--- src/rtl/sseg_scan.sv ---
// sseg_scan: time-multiplexed scan controller for a 6-digit seven-segment display.
// Double-buffered frame, dead-time blank at every digit change, optional
// leading-zero suppression. digit/digit_pos/seg_en/frame_sync are registered.
//
// state | meaning
// BLANK | dead time at start of a slot, seg_en held low
// SHOW  | current position lit unless suppressed or invalid BCD
module sseg_scan #(
  parameter int DIV         = 50000,
  parameter int BLANK_CYC   = 500,
  parameter int LZ_SUPPRESS = 1
) (
  input  logic        clk,
  input  logic        rst,
  input  logic        load,
  input  logic [29:0] digits_in,
  output logic [4:0]  digit,
  output logic [2:0]  digit_pos,
  output logic        seg_en,
  output logic        frame_sync
);

  localparam int CW = (DIV > 2) ? $clog2(DIV) : 1;

  typedef enum logic {BLANK, SHOW} state_t;

  state_t        state, state_nxt;
  logic [CW-1:0] cnt;
  logic [29:0]   active, active_nxt, pending;
  logic          pending_valid;
  logic          slot_end, blank_end, wrap_edge;
  logic [2:0]    pos_nxt;
  logic [4:0]    act_ent [6];
  logic [4:0]    nxt_ent [6];
  logic [5:0]    lead_zero;
  logic          pos_ok;

  assign slot_end  = (cnt == CW'(DIV - 1));
  assign blank_end = (cnt == CW'(BLANK_CYC - 1));
  assign wrap_edge = slot_end && (digit_pos == 3'd5);
  assign pos_nxt   = (digit_pos == 3'd5) ? 3'd0 : digit_pos + 3'd1;

  // Slot counter: free-running 0..DIV-1.
  always_ff @(posedge clk or posedge rst) begin
    if (rst) cnt <= '0;
    else if (slot_end) cnt <= '0;
    else cnt <= cnt + CW'(1);
  end

  // FSM state register.
  always_ff @(posedge clk or posedge rst) begin
    if (rst) state <= BLANK;
    else state <= state_nxt;
  end

  // FSM next state: dark for the first BLANK_CYC cycles of each slot.
  always_comb begin
    state_nxt = state;
    case (state)
      BLANK: if (blank_end) state_nxt = SHOW;
      SHOW:  if (slot_end)  state_nxt = BLANK;
      default: state_nxt = BLANK;
    endcase
  end

  // Frame to be active after this edge; a load on the wrap edge wins over pending.
  always_comb begin
    active_nxt = active;
    if (wrap_edge) begin
      if (load) active_nxt = digits_in;
      else if (pending_valid) active_nxt = pending;
    end
  end

  // Split buffers into per-position entries and find the leading-zero run.
  always_comb begin
    logic run;
    run = 1'b1;
    for (int i = 0; i < 6; i++) begin
      act_ent[i]   = active[5*i +: 5];
      nxt_ent[i]   = active_nxt[5*i +: 5];
      run          = run && (act_ent[i] == 5'd0);
      lead_zero[i] = run;
    end
  end

  // Whether the current position may light during SHOW.
  always_comb begin
    pos_ok = (act_ent[digit_pos][3:0] <= 4'd9);
    if ((LZ_SUPPRESS != 0) && (digit_pos != 3'd5) && lead_zero[digit_pos]) pos_ok = 1'b0;
  end

  // Buffers: pending collects loads, active only changes on the frame wrap.
  always_ff @(posedge clk or posedge rst) begin
    if (rst) begin
      active        <= '0;
      pending       <= '0;
      pending_valid <= 1'b0;
    end else begin
      active <= active_nxt;
      if (wrap_edge) pending_valid <= 1'b0;
      else if (load) begin
        pending       <= digits_in;
        pending_valid <= 1'b1;
      end
    end
  end

  // Outputs: position/digit move only while dark; seg_en follows the FSM edge.
  always_ff @(posedge clk or posedge rst) begin
    if (rst) begin
      digit      <= 5'd0;
      digit_pos  <= 3'd0;
      seg_en     <= 1'b0;
      frame_sync <= 1'b0;
    end else begin
      frame_sync <= 1'b0;
      if (state == SHOW && slot_end) begin
        digit_pos  <= pos_nxt;
        digit      <= nxt_ent[pos_nxt];
        seg_en     <= 1'b0;
        frame_sync <= wrap_edge;
      end else if (state == BLANK && blank_end) begin
        seg_en <= pos_ok;
      end
    end
  end

endmodule
--- config.mk ---
export PLATFORM = sky130hd
export DESIGN_NAME = sseg_scan
export DESIGN_NICKNAME = d
export VERILOG_FILES = /design/src/rtl/sseg_scan.sv
export SDC_FILE = /design/constraint.sdc
export NUM_CORES = 1
export LEC_CHECK = 0
export ABC_CLOCK_PERIOD_IN_PS = 2960
export CORE_MARGIN = 1.5
export CORE_UTILIZATION = 34
export CTS_CLUSTER_DIAMETER = 60
export DETAILED_ROUTE_END_ITERATION = 8
export GPL_ROUTABILITY_DRIVEN = 0
export PLACE_DENSITY = 0.5
export SYNTH_ARGS = -nofsm -noshare
export SYNTH_HDL_FRONTEND = slang
export SYNTH_SLANG_ARGS = --single-unit
export TNS_END_PERCENT = 30
--- constraint.sdc ---
create_clock -name clk -period 2.96 [get_ports clk]
set_input_delay 0.592 -clock clk [delete_from_list [all_inputs] [get_ports clk]]
set_output_delay 0.592 -clock clk [all_outputs]
set_load 0.03 [all_outputs]
After elaboration in Yosys (flattened, before gate mapping)
Index checks and enable logic that the tools add are counted.
- bits in registers: 88
- input port bits: 33
- output and inout bits: 10
- logic and storage cells: 63
- $add $sub $neg: 2
- magnitude comparators: 4
- equality and inequality tests: 4
- mux-type cells: 22
- bitwise gates (word level): 4
- reductions and logical operators: 18
- operator list (kind ; count):
    30-bit 2-to-1 mux ; 3
    5-bit binary-select mux with 3-bit select ; 2
    5-bit zero test ; 6
    16-bit by 1-bit adder with 16-bit output, second input constant ; 1
    16-bit equality test, second input constant ; 1
    16-bit by 9-bit equality test with 1-bit output, second input constant ; 1
    16-bit 2-to-1 mux ; 1
    5-bit 2-to-1 mux ; 2
    1-bit logical AND ; 9
    1-bit 2-to-1 mux ; 9
    4-bit >= comparator, second input constant ; 2
    4-bit 2-to-1 mux ; 2
    3-bit NOT with 4-bit output ; 2
    4-bit less-or-equal comparator, second input constant ; 1
    3-bit by 4-bit < comparator with 1-bit output, second input constant ; 1
    2-bit nonzero test ; 2
    3-bit by 1-bit adder with 3-bit output, second input constant ; 1
    1-bit binary-select mux with 3-bit select ; 1
    3-bit equality test, second input constant ; 1
    3-bit 2-to-1 mux ; 1
    3-bit != test, second input constant ; 1
    1-bit NOT ; 2
    1-bit case mux with 2 select lines ; 1
    2-bit AND reduction ; 1

Logic depth before layout (Yosys ltp)
- depth after elaboration: 12
- gate-level depth with buffers: 10
- gate-level depth less buffers: 8

Worst setup path after synthesis
Ideal clock, no wire load.
- kind: reg-to-reg
- start point: register digit_pos[2]
- end point: register pending[0]
- library setup time: 0.125 ns
- arrival: 2.309 ns
- required time: 2.835 ns
- setup slack: 0.527 ns
- stages on the path, launching flop included: 10
- path buffers: 4
- clock period less this slack: 2.433 ns
- cells stage by stage: dfrtp_1 -> clkbuf_1 -> and2_0 -> and2_0 -> clkbuf_1 -> buf_2 -> nand2_1 -> nand2_1 -> buf_2 -> mux2_2
- word-level cells in the longest chain between the ends: 4
- RTL lines (what ; line ; RTL):
    from (decl) ; 18 ; output logic [2:0] digit_pos,
    from (signal assigned) ; 119 ; digit_pos <= pos_nxt;
    3-bit equality test ; 40 ; assign wrap_edge = slot_end && (digit_pos == 3'd5);
    1-bit logical AND ; 40 ;
    1-bit NOT (no source line) ; -- ;
    2-bit AND reduction (no source line) ; -- ;
    to (signal assigned) ; 103 ; pending <= digits_in;
    to (decl) ; 29 ; logic [29:0] active, active_nxt, pending;
Every way passes these cells.
A chain may end at the register's enable or synchronous reset.

Worst setup path in the final report
- start point: register cnt[11]
- end point: register digit[2]
- word-level cells in the longest chain between the ends: 6
- elaborated cells between the ends (all ways): 7
- classes of those cells: 1 x eq/ne; 4 x mux; 2 x reduce/logical
- RTL lines (what ; line ; RTL):
    from (decl) ; 28 ; logic [CW-1:0] cnt;
    from (signal assigned) ; 47 ; else cnt <= cnt + CW'(1);
    16-bit equality test (*) ; 38 ; assign slot_end = (cnt == CW'(DIV - 1));
    1-bit logical AND ; 40 ;
    30-bit 2-to-1 mux ; 69 ; if (wrap_edge) begin
    5-bit binary-select mux with 3-bit select ; 120 ; digit <= nxt_ent[pos_nxt];
    5-bit 2-to-1 mux (not written as such) (2 in a row) ; 120 ;
    to (signal assigned) ; 120 ;
    to (decl) ; 17 ; output logic [4:0] digit,
Mark *: on every way between the ends. The rest lies on a longest branch, timed or not. The select of a mux whose other input is x is not followed.

==> impl_metrics.tcl <==
set metrics [dict create \
    outcome "complete, no violations" \
    drc 0 \
    met2_usage 0.284 \
    ant_nets 0 \
    clkPwrFrac 0.447 \
    grt_pass1_vias 3653 \
    netlist_top_cells_count "dfrtp_1 (88), nand3_1 (33), nor2_1 (33), mux2_2 (30), a21oi_1 (29)" \
    rows 41 \
    cp_cell_sequence "or4_4, nor4_2, buf_4, and3_1, buf_4, a22oi_1, a21oi_1, a211oi_1, o31ai_1" \
    final-setup-viol-count 0 \
    slew_headroom 0.467 \
    area.growth.synth_to_final_pct 22.5 \
    core_area_um2 12700 \
    vias 3562 \
    ctsResizeCount 0 \
    fin_crit_sh 0.932 \
    hold_buffers 0 \
    switchingPower_uw 590 \
    synthCells 435 \
    period_needed_ps 2760 \
    ir_drop_uv 226 \
    via_per_inst 5.42 \
    first_pass_iters 4 \
    grtUsageMet3 0.0350 \
    synth_edf_count 0 \
    rsz0062_at_grt "no" \
    ys_seq_elements 88 \
    grt_usage 0.190 \
    clkLatencyLatePin_ps 330 \
    arrival_ps 3000 \
    share_comb_of_total_power 0.070 \
    synth-async-reset-ratio 1.00 \
    synth_top_cell_area_share 0.496 \
    pwr-share-seq 0.482 \
    setup_tns_ps 0 \
    critPathRequiredTime_ps 3200 \
    crit_top_cell "buf_4" \
    io_pins 43 \
    synth_area_leaders "dfrtp_1 (50%), mux2_2 (7.6%), nand3_1 (3.7%)" \
    powerDensity_nw_per_um2 498 \
    diodes 0 \
    grt_max_degree 45 \
    grt-ovfl-total 0 \
    wl_per_cell_um 18.9 \
    h-tree-depth 3 \
    yosysWarnings 0 \
    crit_fanout 11 \
    worstSetupEndpointType "flip-flop" \
    layout-drive-gt1-share 0.167 \
    io_buffers 42 \
    synth.avg_cell_area_um2 10.2 \
    p_total_mw 2.71 \
    hold_path_class "flip-flop to flip-flop" \
    cts_sinks 88 \
    maxCapViolCount 0 \
    drv_slew 0 \
    finClkSkew_ps 5.51 \
    yosysSeqAreaShare 0.496 \
    p_int_mw 2.12 \
    yosys.area.top_type "dfrtp_1" \
    drt-total-wl_um 12400 \
    ys_types 58 \
    syn-num-nets 469 \
    switching_share 0.218 \
    initial_utilization 0.351 \
    clkTransAtPathRegs_ps 60 \
    dpl.hpwl_um 9110 \
    start_kind "flip-flop" \
    crit_path_top_delay_cell "or4_4" \
    grt_util_met1 0.273 \
    synthFlopType "dfrtp_1" \
    tightest_slew_ps 799 \
    cts_tree "yes" \
    critical_path.max_stage_delay_ps 580 \
    final_net_count 516 \
    drtIter0Drc 232 \
    grt_pass1_wl_um 20600 \
    cts_buffers 9 \
    ctsLongestPathBuffers 2 \
    antenna_found_initial 0 \
    yosysMostFrequentCell "dfrtp_1" \
    die_w_um 117 \
    cts_setup_buffers 0 \
    fp.dieH_um 117 \
    dieArea_um2 13800 \
    crit_type "flip-flop to flip-flop" \
    hold_viol_final 0 \
    p_leak_nw 2.17 \
    final_core_util 0.429 \
    grt.busiest_layer "met2" \
    syn_area_um2 4440 \
    cts_root_buffer "clkbuf_16" \
    fmax_mhz 363 \
    n_fill_cell 1255 \
]
registers in the layout, summed over array words and instances, names as in the netlist, 3 cells and up:
name       count
active        30
pending       30
cnt           16
digit          5
digit_pos      3
power by group through the flow:
| stage | registers (mW) | clock network, mW | logic (mW) |
|---|---|---|---|
| 3_3_place_gp | 1.33 | 0 | 0.191 |
| 6_report | 1.31 | 1.21 | 0.191 |
| 4_1_cts | 1.31 | 1.24 | 0.194 |
| 5_1_grt | 1.32 | 1.29 | 0.211 |
| 3_5_place_dp | 1.33 | 0 | 0.194 |
| 2_1_floorplan | 1.31 | 0 | 0.109 |
layer usage:
layer,part of all wire,wire length [um]
met1,0.49,6110
met2,0.45,5550
met3,0.034,415
met4,0.025,310
met5,0,0
through the flow:
stage,setup slack [ps],cell area (um^2),std cells,hold WS (ps)
after floorplan,89.4,4440,435,425
after global placement,195,5130,643,439
final,202,5440,657,451
after detailed placement,236,5130,643,446
after CTS,205,5440,657,454
after global routing,20.1,5440,657,459
worst paths after layout:
check | startpoint | endpoint | slack [ps] | depth (start not counted)
worst max-delay path | cnt[11]$_DFF_PP0_ | digit[2]$_DFFE_PP0P_ | 200 | 9
worst min-delay path | cnt[0]$_DFF_PP0_ | cnt[0]$_DFF_PP0_ | 450 | 1
worst max register to register | cnt[11]$_DFF_PP0_ | digit[2]$_DFFE_PP0P_ | 200 | 9
worst min register to register | cnt[0]$_DFF_PP0_ | cnt[0]$_DFF_PP0_ | 450 | 1
max in group asynchronous | rst | pending[8]$_DFFE_PP0P_ | 1740 | 3
min in group asynchronous | rst | cnt[15]$_DFF_PP0_ | 540 | 2
placed cells by master (no fill, tap or decap), drive strengths merged, types with 5 or more instances in the layout:
cell type      Yosys  routed
inv                6       5
and3               8       8
clkdlybuf4s50      0      42
clkbuf            16      11
nand2             24      24
a22oi              6       6
dfrtp             88      88
a221o             13      13
a21oi             29      29
o211ai             7       7
o31ai              5       5
xor2               5       5
and2               5       5
nor2              34      34
a31oi              5       5
nand3             34      34
nor4               5       5
xnor2              9       9
o22ai             11      11
nand4              5       5
buf               13      23
mux2              30      30
o21ai             19      19
nand2b            14      14
or4                7       7
cell families after synthesis:
logic type,share of synthesized area
fa+ha+maj,0.00282
xor+xnor,0.0276
mux,0.0760
compound gates,0.175
buf+inv,0.0352
flops,0.496
simple gates,0.188
worst max-delay path: cells and delay by family, from the launching register on:
family | cells | cell delay, ps
flip-flops | 1 | 400
buffers and inverters | 2 | 460
AND/OR/NAND/NOR | 3 | 1170
AO/OA/AOI/OAI | 4 | 620
area by class of cell:
type / instances / area, um^2 / share of cell area
Tap cell: 172 / 215 / 0.0395
Inverter: 6 / 23.8 / 0.00437
Clock buffer: 11 / 243 / 0.0446
Clock inverter: 3 / 67.6 / 0.0124
Multi-Input combinational cell: 312 / 2080 / 0.383
Sequential cell: 88 / 2200 / 0.405
Timing Repair Buffer: 65 / 606 / 0.111
Note: power is estimated with default switching activity, not from simulation.
